## config.mk

```make
export PLATFORM = sky130hd
export DESIGN_NAME = axi4lite_slave_regs
export DESIGN_NICKNAME = d
export VERILOG_FILES = /design/src/rtl/axi4lite_pkg.sv /design/src/rtl/axi4lite_regbank.sv /design/src/rtl/axi4lite_slave_regs.sv
export SDC_FILE = /design/constraint.sdc
export NUM_CORES = 2
export LEC_CHECK = 0
export CAP_MARGIN = 20
export CORE_ASPECT_RATIO = 0.6
export CORE_MARGIN = 1.5
export CORE_UTILIZATION = 25
export DETAILED_ROUTE_END_ITERATION = 10
export DONT_BUFFER_PORTS = 1
export PLACE_DENSITY_LB_ADDON = 0.1
export SLEW_MARGIN = 20
export SYNTH_ARGS = -nofsm -noshare
export SYNTH_HDL_FRONTEND = slang
export SYNTH_SLANG_ARGS = --single-unit
```

## constraint.sdc

```tcl
create_clock -name axi_clk -period 41.7 [get_ports axi_clk]
set_input_delay 6.255 -clock axi_clk [delete_from_list [all_inputs] [get_ports axi_clk]]
set_output_delay 6.255 -clock axi_clk [all_outputs]
set_load 0.01 [all_outputs]
```

## src/rtl/axi4lite_pkg.sv

```systemverilog
// Shared response codes and FSM state encodings for the AXI4-Lite
// register slave.
package axi4lite_pkg;

    localparam logic [1:0] RESP_OKAY   = 2'b00;
    localparam logic [1:0] RESP_SLVERR = 2'b10;

    typedef enum logic {
        W_IDLE,
        W_RESP
    } wstate_e;

    typedef enum logic {
        R_IDLE,
        R_DATA
    } rstate_e;

endpackage

```

## src/rtl/axi4lite_regbank.sv

```systemverilog
// Register array with byte-strobe write port, combinational read port,
// flattened contents and registered per-register write pulses.
module axi4lite_regbank #(
    parameter int DATA_WIDTH = 64,
    parameter int STRB_WIDTH = DATA_WIDTH / 8,
    parameter int NUM_REGS   = 16,
    parameter int IDX_W      = $clog2(NUM_REGS)
) (
    input  logic                           clk_i,
    input  logic                           rst_i,
    input  logic                           we_i,
    input  logic [IDX_W-1:0]               widx_i,
    input  logic [DATA_WIDTH-1:0]          wdata_i,
    input  logic [STRB_WIDTH-1:0]          wstrb_i,
    input  logic [IDX_W-1:0]               ridx_i,
    output logic [DATA_WIDTH-1:0]          rdata_o,
    output logic [NUM_REGS*DATA_WIDTH-1:0] regs_o,
    output logic [NUM_REGS-1:0]            wr_pulse_o
);

    logic [NUM_REGS-1:0][DATA_WIDTH-1:0] regs_q, regs_d;
    logic [NUM_REGS-1:0]                 pulse_q, pulse_d;

    always_comb begin
        regs_d  = regs_q;
        pulse_d = '0;
        if (we_i) begin
            for (int b = 0; b < STRB_WIDTH; b++) begin
                if (wstrb_i[b]) begin
                    regs_d[widx_i][b*8 +: 8] = wdata_i[b*8 +: 8];
                end
            end
            pulse_d[widx_i] = 1'b1;
        end
    end

    always_ff @(posedge clk_i or posedge rst_i) begin
        if (rst_i) begin
            regs_q  <= '0;
            pulse_q <= '0;
        end else begin
            regs_q  <= regs_d;
            pulse_q <= pulse_d;
        end
    end

    assign rdata_o    = regs_q[ridx_i];
    assign regs_o     = regs_q;
    assign wr_pulse_o = pulse_q;

endmodule

```

## src/rtl/axi4lite_slave_regs.sv

```systemverilog
// AXI4-Lite slave terminating reads and writes into a bank of
// memory-mapped registers, with independent read and write FSMs.
module axi4lite_slave_regs
    import axi4lite_pkg::*;
#(
    parameter int ADDR_WIDTH = 64,
    parameter int DATA_WIDTH = 64,
    parameter int STRB_WIDTH = DATA_WIDTH / 8,
    parameter int NUM_REGS   = 16
) (
    input  logic                           axi_clk,
    input  logic                           axi_arst,
    input  logic [ADDR_WIDTH-1:0]          saxi_awaddr,
    input  logic [2:0]                     saxi_awprot,
    input  logic                           saxi_awvalid,
    output logic                           saxi_awready,
    input  logic [DATA_WIDTH-1:0]          saxi_wdata,
    input  logic [STRB_WIDTH-1:0]          saxi_wstrb,
    input  logic                           saxi_wvalid,
    output logic                           saxi_wready,
    output logic [1:0]                     saxi_bresp,
    output logic                           saxi_bvalid,
    input  logic                           saxi_bready,
    input  logic [ADDR_WIDTH-1:0]          saxi_araddr,
    input  logic [2:0]                     saxi_arprot,
    input  logic                           saxi_arvalid,
    output logic                           saxi_arready,
    output logic [DATA_WIDTH-1:0]          saxi_rdata,
    output logic [1:0]                     saxi_rresp,
    output logic                           saxi_rvalid,
    input  logic                           saxi_rready,
    output logic [NUM_REGS*DATA_WIDTH-1:0] reg_out,
    output logic [NUM_REGS-1:0]            reg_wr_pulse
);

    localparam int ADDR_LSB = $clog2(STRB_WIDTH);
    localparam int IDX_W    = $clog2(NUM_REGS);
    localparam int TAG_LSB  = ADDR_LSB + IDX_W;

    // Address hits only when every bit above the index field is zero.
    function automatic logic addr_hit(input logic [ADDR_WIDTH-1:0] a);
        return a[ADDR_WIDTH-1:TAG_LSB] == '0;
    endfunction

    wstate_e                 w_state_q, w_state_d;
    logic                    aw_held_q, aw_held_d;
    logic                    w_held_q, w_held_d;
    logic [IDX_W-1:0]        aw_idx_q, aw_idx_d;
    logic                    aw_hit_q, aw_hit_d;
    logic [DATA_WIDTH-1:0]   wdata_q, wdata_d;
    logic [STRB_WIDTH-1:0]   wstrb_q, wstrb_d;
    logic                    bvalid_q, bvalid_d;
    logic [1:0]              bresp_q, bresp_d;

    rstate_e                 r_state_q, r_state_d;
    logic [DATA_WIDTH-1:0]   rdata_q, rdata_d;
    logic [1:0]              rresp_q, rresp_d;
    logic                    rvalid_q, rvalid_d;

    logic                    aw_hs, w_hs;
    logic                    wr_en, wr_hit;
    logic [IDX_W-1:0]        wr_idx;
    logic [DATA_WIDTH-1:0]   wr_data;
    logic [STRB_WIDTH-1:0]   wr_strb;
    logic [IDX_W-1:0]        rd_idx;
    logic [DATA_WIDTH-1:0]   rd_data;
    logic                    unused_bits;

    assign unused_bits = ^{saxi_awprot, saxi_arprot,
                           saxi_awaddr[ADDR_LSB-1:0],
                           saxi_araddr[ADDR_LSB-1:0]};

    // Held copies take priority over the live channel once captured.
    assign wr_idx  = aw_held_q ? aw_idx_q : saxi_awaddr[ADDR_LSB +: IDX_W];
    assign wr_hit  = aw_held_q ? aw_hit_q : addr_hit(saxi_awaddr);
    assign wr_data = w_held_q ? wdata_q : saxi_wdata;
    assign wr_strb = w_held_q ? wstrb_q : saxi_wstrb;
    assign rd_idx  = saxi_araddr[ADDR_LSB +: IDX_W];

    always_comb begin
        w_state_d    = w_state_q;
        aw_held_d    = aw_held_q;
        w_held_d     = w_held_q;
        aw_idx_d     = aw_idx_q;
        aw_hit_d     = aw_hit_q;
        wdata_d      = wdata_q;
        wstrb_d      = wstrb_q;
        bvalid_d     = bvalid_q;
        bresp_d      = bresp_q;
        saxi_awready = 1'b0;
        saxi_wready  = 1'b0;
        aw_hs        = 1'b0;
        w_hs         = 1'b0;
        wr_en        = 1'b0;
        unique case (w_state_q)
            W_IDLE: begin
                saxi_awready = ~aw_held_q;
                saxi_wready  = ~w_held_q;
                aw_hs        = saxi_awvalid & ~aw_held_q;
                w_hs         = saxi_wvalid & ~w_held_q;
                if (aw_hs) begin
                    aw_held_d = 1'b1;
                    aw_idx_d  = saxi_awaddr[ADDR_LSB +: IDX_W];
                    aw_hit_d  = addr_hit(saxi_awaddr);
                end
                if (w_hs) begin
                    w_held_d = 1'b1;
                    wdata_d  = saxi_wdata;
                    wstrb_d  = saxi_wstrb;
                end
                if ((aw_held_q | aw_hs) && (w_held_q | w_hs)) begin
                    wr_en     = wr_hit;
                    bvalid_d  = 1'b1;
                    bresp_d   = wr_hit ? RESP_OKAY : RESP_SLVERR;
                    w_state_d = W_RESP;
                end
            end
            W_RESP: begin
                if (saxi_bready) begin
                    bvalid_d  = 1'b0;
                    aw_held_d = 1'b0;
                    w_held_d  = 1'b0;
                    w_state_d = W_IDLE;
                end
            end
        endcase
    end

    always_comb begin
        r_state_d    = r_state_q;
        rdata_d      = rdata_q;
        rresp_d      = rresp_q;
        rvalid_d     = rvalid_q;
        saxi_arready = 1'b0;
        unique case (r_state_q)
            R_IDLE: begin
                saxi_arready = 1'b1;
                if (saxi_arvalid) begin
                    rvalid_d  = 1'b1;
                    rresp_d   = addr_hit(saxi_araddr) ? RESP_OKAY : RESP_SLVERR;
                    rdata_d   = addr_hit(saxi_araddr) ? rd_data : '0;
                    r_state_d = R_DATA;
                end
            end
            R_DATA: begin
                if (saxi_rready) begin
                    rvalid_d  = 1'b0;
                    r_state_d = R_IDLE;
                end
            end
        endcase
    end

    always_ff @(posedge axi_clk or posedge axi_arst) begin
        if (axi_arst) begin
            w_state_q <= W_IDLE;
            aw_held_q <= 1'b0;
            w_held_q  <= 1'b0;
            aw_idx_q  <= '0;
            aw_hit_q  <= 1'b0;
            wdata_q   <= '0;
            wstrb_q   <= '0;
            bvalid_q  <= 1'b0;
            bresp_q   <= RESP_OKAY;
            r_state_q <= R_IDLE;
            rdata_q   <= '0;
            rresp_q   <= RESP_OKAY;
            rvalid_q  <= 1'b0;
        end else begin
            w_state_q <= w_state_d;
            aw_held_q <= aw_held_d;
            w_held_q  <= w_held_d;
            aw_idx_q  <= aw_idx_d;
            aw_hit_q  <= aw_hit_d;
            wdata_q   <= wdata_d;
            wstrb_q   <= wstrb_d;
            bvalid_q  <= bvalid_d;
            bresp_q   <= bresp_d;
            r_state_q <= r_state_d;
            rdata_q   <= rdata_d;
            rresp_q   <= rresp_d;
            rvalid_q  <= rvalid_d;
        end
    end

    assign saxi_bvalid = bvalid_q;
    assign saxi_bresp  = bresp_q;
    assign saxi_rvalid = rvalid_q;
    assign saxi_rresp  = rresp_q;
    assign saxi_rdata  = rdata_q;

    axi4lite_regbank #(
        .DATA_WIDTH (DATA_WIDTH),
        .STRB_WIDTH (STRB_WIDTH),
        .NUM_REGS   (NUM_REGS),
        .IDX_W      (IDX_W)
    ) u_regbank (
        .clk_i      (axi_clk),
        .rst_i      (axi_arst),
        .we_i       (wr_en),
        .widx_i     (wr_idx),
        .wdata_i    (wr_data),
        .wstrb_i    (wr_strb),
        .ridx_i     (rd_idx),
        .rdata_o    (rd_data),
        .regs_o     (reg_out),
        .wr_pulse_o (reg_wr_pulse)
    );

endmodule

```

==> run_results.csv <==
group,metric,value,unit
logic_synthesis,synth_flop_cell,"dfrtp_1",
finish,drive_above_1_share,25.3,%
setup_path,cp_data_required_time,42.33,ns
timing,finalCritPeriodShare,28.4,%
outcome,outcome,"completed",
global_routing,grt_start_max_net_pins,257,
floorplanning,die_y,383,microns
global_routing,grt_use_total,25.0,%
clocking,htree_levels,4,
timing,rsz0062_at_grt,"false",
floorplanning,dieArea,243000,sq um
clocking,clkSlewWorstSetupHoldPaths,0.06,ns
logic_synthesis,yosysWarnings,0,
clocking,post_cts_buffers,0,
logic_synthesis,syn_avg_cell_area,11.4,sq um
global_routing,globalRouteOverflowTotal,0,
floorplanning,initial_utilization,25.1,%
routing,wire_per_inst,38.3,microns
setup_path,reg2regPathDepth,7,
clocking,clock_sinks,1189,
clocking,holdBufCountCts,0,
hold_path,min_path_type,"reg2reg",
timing,setup_viol,0,
floorplanning,die_x,636,microns
finish,utilization,28.2,%
run,max-cap-violations,0,
floorplanning,fp-row-count,139,
setup_path,worstSetupPathType,"in2reg",
routing,routed_wl,317,mm
setup_path,cp_common_cell,"buf_4",
global_routing,antenna_found_initial,33,
logic_synthesis,netlist_area,60100,sq um
timing,period_minus_slack,11.86,ns
timing,hold_slack,0.498,ns
timing,final_hold_viol_count,0,
setup_path,cp_slowest_cell,"buf_4",
logic_synthesis,synth-seq-cells,1189,
clocking,clk_latency,0.81,ns
placed_design,port_buffers,0,
finish,nets,5187,
timing,slew_viol_final,0,
setup_path,worst_path_largest_cell_delay,0.90,ns
pwr,p_per_area,59.7,nW/um^2
pwr,ir_drop,48.7,uV
setup_path,critical_path.max_fanout,79,
global_routing,grt_pass1_vias,46500,
routing,num_vias,48700,
clocking,cts_root_buffer,"clkbuf_16",
routing,first_iter_violations,4862,
clocking,cts_buffer_depth,4,
pwr,power.leakage,28.9,nW
clocking,cts-resized-gates,0,
timing,setup_tns,0,ns
clocking,numCtsBuffers,144,
hold_path,min_path_cells,1,
floorplanning,core,239000,sq um
logic_synthesis,synth_cell_types,42,
routing,viasPerCell,5.89,
finish,syn2layout_area_growth,12.2,%
logic_synthesis,synthArstFlopShare,100,%
logic_synthesis,yosysSeqAreaShare,49.5,%
pwr,totalPowerFinal,4.02,mW
placed_design,gp_congestion,0.922,
setup_path,cp-start-kind,"input port",
clocking,cts_tree,"yes",
timing,max_slew_margin,17.9,%
routing,dr.pass1.iters,6,
setup_path,arrival,12.50,ns
routing,post-route-drc-count,0,
floorplanning,io_pins,1326,
setup_path,path_cells,"nor4_1 > nand4_1 > nor4_2 > buf_4 > a21bo_4 > buf_4 > buf_4 > buf_4 > buf_4 > a21oi_1",
timing,skew,0.0778,ns
timing,timing.fmax,84.3,MHz
routing,ant_nets,0,
timing,tightest_slew,1.22,ns
setup_path,endpoint_kind,"register",
logic_synthesis,syn_inst,5285,
placed_design,dpl.hpwl,218,mm
global_routing,grt_pass1_wl,430,mm
logic_synthesis,synth_edf_count,0,
==> cells in the final DEF, fill, tap and decap left out, types with 4 or more instances in the layout <==
master	synthesis	layout
nor3_2	5	12
clkbuf_1	343	41
dfrtp_1	1189	1188
buf_12	0	6
bufinv_16	0	5
clkbuf_16	0	146
nand3_1	8	8
or2_2	83	83
clkbuf_8	0	32
o211ai_1	8	8
a311oi_1	640	640
nand4_1	6	6
o21ai_1	16	23
mux2_2	597	597
nor3_1	96	88
nor3_4	20	21
nand2b_2	0	4
and2_1	8	8
clkinv_2	0	10
a21oi_1	704	704
nor4_1	27	26
buf_4	2	80
nand2_1	79	78
mux4_2	256	256
and3b_1	6	6
mux2i_1	64	64
and3_1	20	20
nor2_1	800	797
o21ai_0	75	68
inv_1	5	4
diode_2	0	25
nor3b_1	6	5
==> layout make-up <==
cell class / instances / area [sq um]
Sequential cell: 1189 / 29800
Timing Repair Buffer: 90 / 808
Tap cell: 3172 / 3970
Multi-Input combinational cell: 3543 / 28300
Clock inverter: 23 / 292
Fill cell: 24600 / 172000
Inverter: 6 / 37.5
Antenna cell: 25 / 62.6
Clock buffer: 219 / 4250
==> stage by stage <==
step | setup WS (ns) | area [sq um] | cells
6_report | 29.84 | 67400 | 8267
3_3_place_gp | 29.14 | 62700 | 7995
5_1_grt | 29.70 | 67400 | 8252
3_5_place_dp | 29.18 | 62700 | 7995
2_1_floorplan | 1.95 | 60100 | 5286
4_1_cts | 30.06 | 67300 | 8237
==> critical path, delay by kind of cell <==
| family | cells | cell delay [ns] |
|---|---|---|
| and+or+nand+nor | 3 | 1.31 |
| AOI/OAI and AO/OA | 2 | 0.83 |
| buffers and inverters | 5 | 3.88 |
==> logic make-up after synthesis <==
kind of cell           count (synthesis)  share of synthesized area (%)
AO/OA/AOI/OAI                       1452                           16.2
flip-flops                          1189                           49.5
AND/OR/NAND/NOR                     1172                           8.75
multiplexers                         917                           21.8
buffers and inverters                554                           3.71
other                                  1                        0.00624
==> state kept, by name (all words and copies together), names as in the netlist <==
signal,cells
u_regbank.wr_pulse_o,16
aw_hit_q,1
aw_idx_q,4
r_state_q,1
saxi_bresp,1
saxi_rdata,64
saxi_bvalid,1
w_state_q,1
u_regbank.regs_o,1024
wdata_q,64
saxi_rvalid,1
aw_held_q,1
wstrb_q,8
w_held_q,1
saxi_rresp,1
==> cells in the mapped netlist, types with 5 or more instances <==
| cell type | n | share of area [%] |
|---|---|---|
| a21oi_1 | 704 | 5.9 |
| o21ai_1 | 16 | 0.13 |
| nand4_1 | 6 | 0.062 |
| and2_1 | 8 | 0.083 |
| buf_2 | 102 | 0.85 |
| mux2_2 | 597 | 11 |
| nand2b_1 | 5 | 0.052 |
| nand3_1 | 8 | 0.067 |
| and3_1 | 20 | 0.21 |
| nor3_4 | 20 | 0.54 |
| nor2_1 | 800 | 5.0 |
| clkbuf_1 | 343 | 2.1 |
| mux2i_1 | 64 | 1.1 |
| nor4_1 | 27 | 0.28 |
| nand2_1 | 79 | 0.49 |
| nor3b_1 | 6 | 0.075 |
| or2_2 | 83 | 0.86 |
| buf_1 | 99 | 0.62 |
| a311oi_1 | 640 | 9.3 |
| and3b_1 | 6 | 0.087 |
| mux4_2 | 256 | 9.6 |
| o21ai_0 | 75 | 0.62 |
| dfrtp_1 | 1189 | 50 |
| inv_1 | 5 | 0.031 |
| nor3_2 | 5 | 0.083 |
| o211ai_1 | 8 | 0.10 |
| nor3_1 | 96 | 0.80 |
==> where the power goes <==
group	total [mW]	internal, mW	switching [mW]
Clock	1.28	0.732	0.548
Combinational	1.09	0.324	0.763
Sequential	1.66	1.34	0.314
==> final timing paths <==
path	from	end	slack [ns]
max reg2reg	aw_held_q	u_regbank.regs_o[45]	35.65
min	r_state_q	saxi_rvalid	0.50
min reg2reg	r_state_q	saxi_rvalid	0.50
max	saxi_awaddr[60]	u_regbank.regs_o[45]	29.84
min in group asynchronous	axi_arst	u_regbank.regs_o[250]	5.42
max in group asynchronous	axi_arst	u_regbank.regs_o[209]	31.54
==> metal layers <==
layer  wire, microns  up-vias  share of wire (%)  GRT usage, %
met5             214        -              0.068         0.314
met1          140000    26500                 44          34.7
met4            8540       18                2.7          6.13
met3           25700      378                8.1          6.77
li1                -    19600                  -             -
met2          143000     2212                 45          38.3
No activity file was read; power rests on OpenSTA's default activity.
